--- config.mk ---
export PLATFORM = sky130hd
export DESIGN_NAME = pll_scan_loader
export DESIGN_NICKNAME = d
export VERILOG_FILES = /design/src/rtl/pll_reconf_pkg.sv /design/src/rtl/pll_scan_shifter.sv /design/src/rtl/pll_scan_loader.sv
export SDC_FILE = /design/constraint.sdc
export NUM_CORES = 1
export LEC_CHECK = 0
export ABC_AREA = 1
export CAP_MARGIN = 0
export CORE_AREA = 4 4 141 143
export CTS_CLUSTER_DIAMETER = 80
export DETAILED_ROUTE_END_ITERATION = 16
export DIE_AREA = 0 0 145 147
export PLACE_DENSITY = 0.66
export SLEW_MARGIN = 25
export SYNTH_ARGS = -nofsm -noshare
export SYNTH_HDL_FRONTEND = slang
export SYNTH_SLANG_ARGS = --single-unit
--- constraint.sdc ---
create_clock -name clock -period 6.7 [get_ports clock]
set_input_delay 1.005 -clock clock [delete_from_list [all_inputs] [get_ports clock]]
set_output_delay 1.005 -clock clock [all_outputs]
set_load 0.01 [all_outputs]
--- src/rtl/pll_reconf_pkg.sv ---
`default_nettype none
// ============================================================================
// Module      : pll_reconf_pkg
// Description : Shared state encoding and default sizing for PLL reconfig
//               loader and the ROM output-delay stages.
// Revision    : 1.0 - initial release
// ============================================================================
package pll_reconf_pkg;

    localparam int c_SCAN_BITS    = 144;
    localparam int c_ROM_LAT      = 2;
    localparam int c_DONE_TIMEOUT = 1023;

    typedef enum logic [2:0] {
        ST_IDLE      = 3'd0,
        ST_READ      = 3'd1,
        ST_DRAIN     = 3'd2,
        ST_LOADED    = 3'd3,
        ST_SHIFT     = 3'd4,
        ST_UPDATE    = 3'd5,
        ST_WAIT_DONE = 3'd6
    } state_t;

endpackage
`default_nettype wire

--- src/rtl/pll_scan_shifter.sv ---
`default_nettype none
// ============================================================================
// Module      : pll_scan_shifter
// Description : Shadow scan register, scanclk divider and half-cycle counter
//               driving the PLL scan chain.
// Revision    : 1.0 - initial release
// ============================================================================
module pll_scan_shifter
    import pll_reconf_pkg::*;
#(
    parameter int SCAN_BITS = c_SCAN_BITS
) (
    input  logic clock,
    input  logic reset,
    input  logic capture_ena,
    input  logic capture_bit,
    input  logic start,
    output logic done,
    output logic scanclk,
    output logic scanclkena,
    output logic scandata
);

    localparam int                  c_HALF_W    = $clog2(2 * SCAN_BITS);
    localparam logic [c_HALF_W-1:0] c_LAST_HALF = c_HALF_W'(2 * SCAN_BITS - 1);

    logic [SCAN_BITS-1:0] r_shadow;
    logic [c_HALF_W-1:0]  r_half;
    logic [c_HALF_W-2:0]  w_next_bit;

    // Only consulted while scanclk is high, i.e. r_half is odd.
    assign w_next_bit = r_half[c_HALF_W-1:1] + 1'b1;
    assign done       = scanclkena && (r_half == c_LAST_HALF);

    // First captured bit ends up in bit 0 after a full load, so it shifts out first.
    always_ff @(posedge clock or posedge reset) begin
        if (reset) begin
            r_shadow <= '0;
        end else if (capture_ena) begin
            r_shadow <= {capture_bit, r_shadow[SCAN_BITS-1:1]};
        end
    end

    always_ff @(posedge clock or posedge reset) begin
        if (reset) begin
            r_half     <= '0;
            scanclk    <= 1'b0;
            scanclkena <= 1'b0;
            scandata   <= 1'b0;
        end else if (start) begin
            r_half     <= '0;
            scanclk    <= 1'b0;
            scanclkena <= 1'b1;
            scandata   <= r_shadow[0];
        end else if (scanclkena) begin
            if (done) begin
                scanclk    <= 1'b0;
                scanclkena <= 1'b0;
            end else begin
                r_half  <= r_half + 1'b1;
                scanclk <= ~scanclk;
                // Data moves only on the falling scanclk edge.
                if (scanclk) begin
                    scandata <= r_shadow[w_next_bit];
                end
            end
        end
    end

endmodule
`default_nettype wire

--- src/rtl/pll_scan_loader.sv ---
`default_nettype none
// ============================================================================
// Module      : pll_scan_loader
// Description : Loads a PLL scan image from the reconfig ROM and shifts it
//               into the PLL scan chain followed by configupdate.
// Revision    : 1.0 - initial release
// ============================================================================
module pll_scan_loader
    import pll_reconf_pkg::*;
#(
    parameter int SCAN_BITS    = c_SCAN_BITS,
    parameter int ADDR_W       = 8,
    parameter int ROM_LAT      = c_ROM_LAT,
    parameter int DONE_TIMEOUT = c_DONE_TIMEOUT
) (
    input  logic              clock,
    input  logic              reset,
    input  logic              trigger_read,
    input  logic              reconfig,
    output logic [ADDR_W-1:0] rom_address,
    output logic              rom_read_ena,
    input  logic              rom_q,
    output logic              busy,
    output logic              loaded,
    output logic              scanclk,
    output logic              scanclkena,
    output logic              scandata,
    output logic              configupdate,
    input  logic              scandone,
    output logic              timeout_err
);

    localparam int                 c_CNT_MAX      = (DONE_TIMEOUT > ROM_LAT) ? DONE_TIMEOUT : ROM_LAT;
    localparam int                 c_CNT_W        = $clog2(c_CNT_MAX + 1);
    localparam logic [ADDR_W-1:0]  c_LAST_ADDR    = ADDR_W'(SCAN_BITS - 1);
    localparam logic [c_CNT_W-1:0] c_DRAIN_LAST   = c_CNT_W'(ROM_LAT - 1);
    localparam logic [c_CNT_W-1:0] c_TIMEOUT_LAST = c_CNT_W'(DONE_TIMEOUT - 1);

    state_t               r_state;
    logic [ROM_LAT-1:0]   r_valid_pipe;
    logic [c_CNT_W-1:0]   r_cnt;
    logic                 r_scandone_d;
    logic                 w_start;
    logic                 w_shift_done;
    logic                 w_scandone_rise;

    // trigger_read has priority over reconfig when both arrive in LOADED.
    assign w_start         = (r_state == ST_LOADED) && reconfig && !trigger_read;
    assign w_scandone_rise = scandone && !r_scandone_d;

    pll_scan_shifter #(
        .SCAN_BITS (SCAN_BITS)
    ) u_shifter (
        .clock       (clock),
        .reset       (reset),
        .capture_ena (r_valid_pipe[ROM_LAT-1]),
        .capture_bit (rom_q),
        .start       (w_start),
        .done        (w_shift_done),
        .scanclk     (scanclk),
        .scanclkena  (scanclkena),
        .scandata    (scandata)
    );

    // Delays the read enable by the ROM latency so capture lines up with rom_q.
    always_ff @(posedge clock or posedge reset) begin
        if (reset) begin
            r_valid_pipe <= '0;
            r_scandone_d <= 1'b0;
        end else begin
            r_valid_pipe[0] <= rom_read_ena;
            for (int k = 1; k < ROM_LAT; k++) begin
                r_valid_pipe[k] <= r_valid_pipe[k-1];
            end
            r_scandone_d <= scandone;
        end
    end

    always_ff @(posedge clock or posedge reset) begin
        if (reset) begin
            r_state      <= ST_IDLE;
            r_cnt        <= '0;
            rom_address  <= '0;
            rom_read_ena <= 1'b0;
            busy         <= 1'b0;
            loaded       <= 1'b0;
            configupdate <= 1'b0;
            timeout_err  <= 1'b0;
        end else begin
            configupdate <= 1'b0;
            case (r_state)
                ST_IDLE, ST_LOADED: begin
                    if (trigger_read) begin
                        r_state      <= ST_READ;
                        rom_address  <= '0;
                        rom_read_ena <= 1'b1;
                        busy         <= 1'b1;
                        loaded       <= 1'b0;
                    end else if (w_start) begin
                        r_state <= ST_SHIFT;
                        busy    <= 1'b1;
                    end
                end
                ST_READ: begin
                    if (rom_address == c_LAST_ADDR) begin
                        r_state      <= ST_DRAIN;
                        rom_read_ena <= 1'b0;
                        r_cnt        <= '0;
                    end else begin
                        rom_address <= rom_address + 1'b1;
                    end
                end
                ST_DRAIN: begin
                    if (r_cnt == c_DRAIN_LAST) begin
                        r_state <= ST_LOADED;
                        loaded  <= 1'b1;
                        busy    <= 1'b0;
                    end else begin
                        r_cnt <= r_cnt + 1'b1;
                    end
                end
                ST_SHIFT: begin
                    if (w_shift_done) begin
                        r_state      <= ST_UPDATE;
                        configupdate <= 1'b1;
                    end
                end
                ST_UPDATE: begin
                    // Counting from 1 makes the timeout land DONE_TIMEOUT clocks after configupdate.
                    r_state <= ST_WAIT_DONE;
                    r_cnt   <= c_CNT_W'(1);
                end
                ST_WAIT_DONE: begin
                    if (w_scandone_rise) begin
                        r_state <= ST_LOADED;
                        busy    <= 1'b0;
                    end else if (r_cnt == c_TIMEOUT_LAST) begin
                        r_state     <= ST_LOADED;
                        busy        <= 1'b0;
                        timeout_err <= 1'b1;
                    end else begin
                        r_cnt <= r_cnt + 1'b1;
                    end
                end
                default: begin
                    r_state <= ST_IDLE;
                    busy    <= 1'b0;
                end
            endcase
        end
    end

endmodule
`default_nettype wire

==> impl_metrics.py <==
metrics = {
    "timing": {
        "worstMarginPinSlew_ns": 1.010,
        "setup_viol_count_final": 0,
        "maxSlewHeadroom_pct": 32.68,
        "rsz0062_at_grt": "no",
        "timing.fmax_mhz": 363.5,
        "fin_tns_setup_ns": 0,
        "setup_slack_ns": 3.949,
        "final.setup_skew_ns": 0.01260,
        "timing.final.crit_share_pct": 41.06,
        "hold_viol_final": 0,
        "timing.final.crit_period_ns": 2.751,
        "final_max_slew_viol_count": 0,
    },
    "cells_and_area": {
        "drive_above_1_share_pct": 5.882,
        "nNetsFinal": 1157,
        "filler_cell_count": 1741,
        "fin_area_um2": 10050,
        "antenna_cells": 0,
        "syn_to_final_growth_pct": 9.559,
    },
    "clocking": {
        "cts_inserted_buffers": 17,
        "cts_hold_buffers": 0,
        "cts_max_level": 4,
        "cts.sink_count": 185,
        "post_cts_repair_resize_count": 0,
        "cts_tree": "built",
        "clkLatencyLatePin_ns": 0.44,
        "post_cts_buffers": 0,
        "cts.clk_slew.worst_paths_ns": 0.07,
        "cts.path.max_buffers": 2,
        "root_buffer": "sky130_fd_sc_hd__clkbuf_16",
    },
    "synthesis": {
        "edff_count_synth": 0,
        "postSynthAreaPerCell_um2": 7.923,
        "synthArstFlopShare_pct": 100.0,
        "ys_warn_count": 0,
        "synth-seq-area-share_pct": 50.46,
        "synth_fp_nets": 1170,
        "mapped_cells": 1158,
        "synth_flop_cell": "sky130_fd_sc_hd__dfrtp_1",
        "postSynthRegisterBits": 185,
        "mappedNetlistArea_um2": 9175,
        "synth_cell_types": 46,
    },
    "worst_setup_path": {
        "timing.critical_path.to_type": "flip-flop",
        "critical_path.n_buffers_inverters": 3,
        "path_class": "reg2reg",
        "crit_fanout": 40,
        "regToRegStartpoint": "u_shifter.r_half[1]$_DFFE_PP0P_",
        "cp_top_family": "buffers and inverters",
        "timing.critical_path.arrival_ns": 3.07,
        "required_time_of_the_critical_path_ns": 7.02,
        "critPathLaunchType": "flip-flop",
        "path_cells": "ha_1 -> buf_4 -> inv_1 -> buf_4 -> nand3_1 -> nand3_1 -> nand3_1 -> nand3_1 -> nand3_1 -> nand3_1 -> nand3_1 -> nand2_1",
        "timing.critical_path.slowest_stage_cell": "sky130_fd_sc_hd__buf_4",
        "setup.worst_path.start": "u_shifter.r_half[1]$_DFFE_PP0P_",
        "worst_path_max_stage_delay_ns": 0.44,
        "critical_path.most_common_cell": "sky130_fd_sc_hd__nand3_1",
    },
    "detailed_routing": {
        "detailedRoute.firstIterationViolations": 552,
        "routed-via-count": 7247,
        "met1_length_mm": 9.440,
        "drt-total-wl_mm": 18.72,
        "route.top_layer_used": "met4",
        "wl_met3_um": 621,
        "remaining_drc_errors": 0,
        "ant_nets": 0,
        "met2_wirelength_mm": 8.310,
        "drt-wirelength-per-cell_um": 13.46,
        "avgViaCountPerCell": 5.214,
        "detail_route.first_pass.iterations": 7,
    },
    "pwr": {
        "share_clk_of_total_power_pct": 38.3,
        "pwr_density_cell_nw_per_um2": 255.3,
        "power_switching_share_pct": 25.92,
        "power_leakage_nw": 4.655,
        "power_frac_seq_pct": 51.5,
        "internal_power_mw": 1.901,
        "total_power_mw": 2.566,
        "p_comb_share_pct": 10.1,
        "vdd_drop_max_mv": 0.1928,
        "power.switching_mw": 0.6650,
    },
    "global_routing": {
        "grt_max_degree": 121,
        "grt.total_usage_pct": 18.66,
        "wire_length_of_the_first_global_routing_pass_mm": 33.23,
        "antenna_found_initial": 0,
        "grt_overflow_total": 0,
        "grt_pass1_vias": 6856,
    },
    "die": {
        "initial_utilization_pct": 49.38,
        "floorplan.core_area_um2": 18580,
        "placement_rows": 50,
        "die_area_um2": 21320,
        "boundaryPins": 22,
        "die_height_um": 147,
        "die_w_um": 145,
    },
    "placed_design": {
        "number_of_buffers_inserted_by_port_buffering": 21,
        "preCtsSetupSlack_ns": 3.613,
        "routabilityCongestion": 0.8122,
        "post-dp-hpwl_mm": 11.31,
        "dpl_cell_area_um2": 9483,
    },
    "min_path": {
        "hold_path_class": "reg2reg",
        "min-delay-start": "r_valid_pipe[0]$_DFF_PP0_",
    },
    "run_status": {
        "run_status": "finished clean",
    },
    "flow_run": {
        "maxCapViolations": 0,
    },
}
-- worst register-to-register path, cell delays in order, from the launching register on --
cell and delay, ns:
sky130_fd_sc_hd__dfrtp_2 0.43, sky130_fd_sc_hd__ha_1 0.28, sky130_fd_sc_hd__buf_4 0.44, sky130_fd_sc_hd__inv_1 0.37, sky130_fd_sc_hd__buf_4 0.33, sky130_fd_sc_hd__nand3_1 0.13
sky130_fd_sc_hd__nand3_1 0.08, sky130_fd_sc_hd__nand3_1 0.10, sky130_fd_sc_hd__nand3_1 0.13, sky130_fd_sc_hd__nand3_1 0.10, sky130_fd_sc_hd__nand3_1 0.10, sky130_fd_sc_hd__nand3_1 0.10
sky130_fd_sc_hd__nand2_1 0.05
-- layer usage --
layer  vias to the layer above  global-route usage (%)
met3                        28                   3.917
met1                      3385                   26.82
li1                       3713                       -
met2                       121                   28.57
met4                         0                   6.033
met5                         -                       0
-- state kept, by name, summed over array words and instances (netlist names), 2 cells and up --
name,cells
r_state,3
r_valid_pipe,2
u_shifter.r_half,9
rom_address,8
r_cnt,10
u_shifter.r_shadow,144
-- stage by stage --
| stage | hold slack (ns) | utilization [%] | instances |
|---|---|---|---|
| finish | 0.3477 | 54.10 | 1390 |
| detailed placement | 0.3347 | 51.04 | 1360 |
| floorplan | 0.3312 | - | 1158 |
| CTS | 0.3493 | 54.10 | 1390 |
| global placement | 0.3327 | 51.04 | 1360 |
| global route | 0.3672 | 54.10 | 1390 |
-- path summary, 6_finish.rpt --
check | to | slack [ns] | cells after the start
max | u_shifter.scandata$_DFFE_PP0P_ | 3.95 | 12
min | r_valid_pipe[1]$_DFF_PP0_ | 0.35 | 0
max reg2reg | u_shifter.scandata$_DFFE_PP0P_ | 3.95 | 12
min reg2reg | r_valid_pipe[1]$_DFF_PP0_ | 0.35 | 0
max in group asynchronous | u_shifter.r_shadow[80]$_DFFE_PP0P_ | 4.18 | 3
min in group asynchronous | u_shifter.r_shadow[12]$_DFFE_PP0P_ | 1.14 | 2
-- placed cells by master (no fill, tap or decap), drive strengths merged --
cell / n
o21bai: 1
a211oi: 3
a21boi: 1
a22oi: 1
a21oi: 47
buf: 6
nand3: 124
and3: 1
nand2: 290
o311ai: 1
clkinv: 4
dfrtp: 185
a31oi: 2
o21ai: 141
nand4: 9
nor2: 61
or2: 1
clkbuf: 21
xnor2: 1
o22ai: 1
a2111oi: 1
o31ai: 8
o211ai: 23
o32ai: 1
xor2: 10
nor3: 15
clkdlybuf4s50: 21
nand3b: 1
clkinvlp: 2
ha: 6
inv: 165
bufinv: 2
-- final cells by class --
cell class	count	area, µm²	area share (%)
flip-flops and latches	185	4634	46.10
multi-input cells	750	3675	36.56
inverters	164	625.6	6.224
clock buffers	21	450.4	4.481
well taps	234	292.8	2.913
repair buffers	27	255.2	2.539
clock inverters	9	118.9	1.182
-- cells by family (layout without fill, tap and decap cells) --
| family | after synthesis | count (layout) | share of synthesized area, % |
|---|---|---|---|
| fa+ha+maj | 6 | 6 | 0.8182 |
| buf+inv | 223 | 221 | 9.491 |
| xor+xnor | 11 | 11 | 1.459 |
| flops | 185 | 185 | 50.46 |
| compound gates | 231 | 231 | 14.09 |
| simple gates | 502 | 502 | 23.69 |
-- power by group through the flow --
| stage | Clock [mW] | Combinational (mW) | Sequential (mW) |
|---|---|---|---|
| 2_1_floorplan | 0 | 0.215 | 1.32 |
| 3_3_place_gp | 0 | 0.257 | 1.34 |
| 3_5_place_dp | 0 | 0.265 | 1.34 |
| 4_1_cts | 1.01 | 0.265 | 1.32 |
| 5_1_grt | 1.06 | 0.315 | 1.34 |
| 6_report | 0.984 | 0.260 | 1.32 |
-- synth_stat cells (2+ instances only) --
| library cell | number | area [µm²] |
|---|---|---|
| sky130_fd_sc_hd__a211oi_1 | 2 | 15.01 |
| sky130_fd_sc_hd__a21oi_1 | 47 | 235.2 |
| sky130_fd_sc_hd__a31oi_1 | 2 | 12.51 |
| sky130_fd_sc_hd__buf_1 | 7 | 26.28 |
| sky130_fd_sc_hd__buf_2 | 10 | 50.05 |
| sky130_fd_sc_hd__buf_4 | 3 | 22.52 |
| sky130_fd_sc_hd__clkbuf_1 | 38 | 142.6 |
| sky130_fd_sc_hd__dfrtp_1 | 185 | 4629 |
| sky130_fd_sc_hd__ha_1 | 6 | 75.07 |
| sky130_fd_sc_hd__inv_1 | 158 | 593.1 |
| sky130_fd_sc_hd__inv_2 | 4 | 15.01 |
| sky130_fd_sc_hd__nand2_1 | 283 | 1062 |
| sky130_fd_sc_hd__nand2_2 | 7 | 43.79 |
| sky130_fd_sc_hd__nand3_1 | 123 | 615.6 |
| sky130_fd_sc_hd__nand4_1 | 9 | 56.30 |
| sky130_fd_sc_hd__nor2_1 | 56 | 210.2 |
| sky130_fd_sc_hd__nor2_2 | 3 | 18.77 |
| sky130_fd_sc_hd__nor3_1 | 11 | 55.05 |
| sky130_fd_sc_hd__nor3_2 | 3 | 30.03 |
| sky130_fd_sc_hd__o211ai_1 | 23 | 172.7 |
| sky130_fd_sc_hd__o21ai_0 | 138 | 690.7 |
| sky130_fd_sc_hd__o21ai_2 | 2 | 17.52 |
| sky130_fd_sc_hd__o31ai_1 | 6 | 45.04 |
| sky130_fd_sc_hd__o31ai_2 | 2 | 25.02 |
| sky130_fd_sc_hd__xor2_1 | 8 | 70.07 |
| sky130_fd_sc_hd__xor2_4 | 2 | 55.05 |
Power figures use the tool's default switching activity.
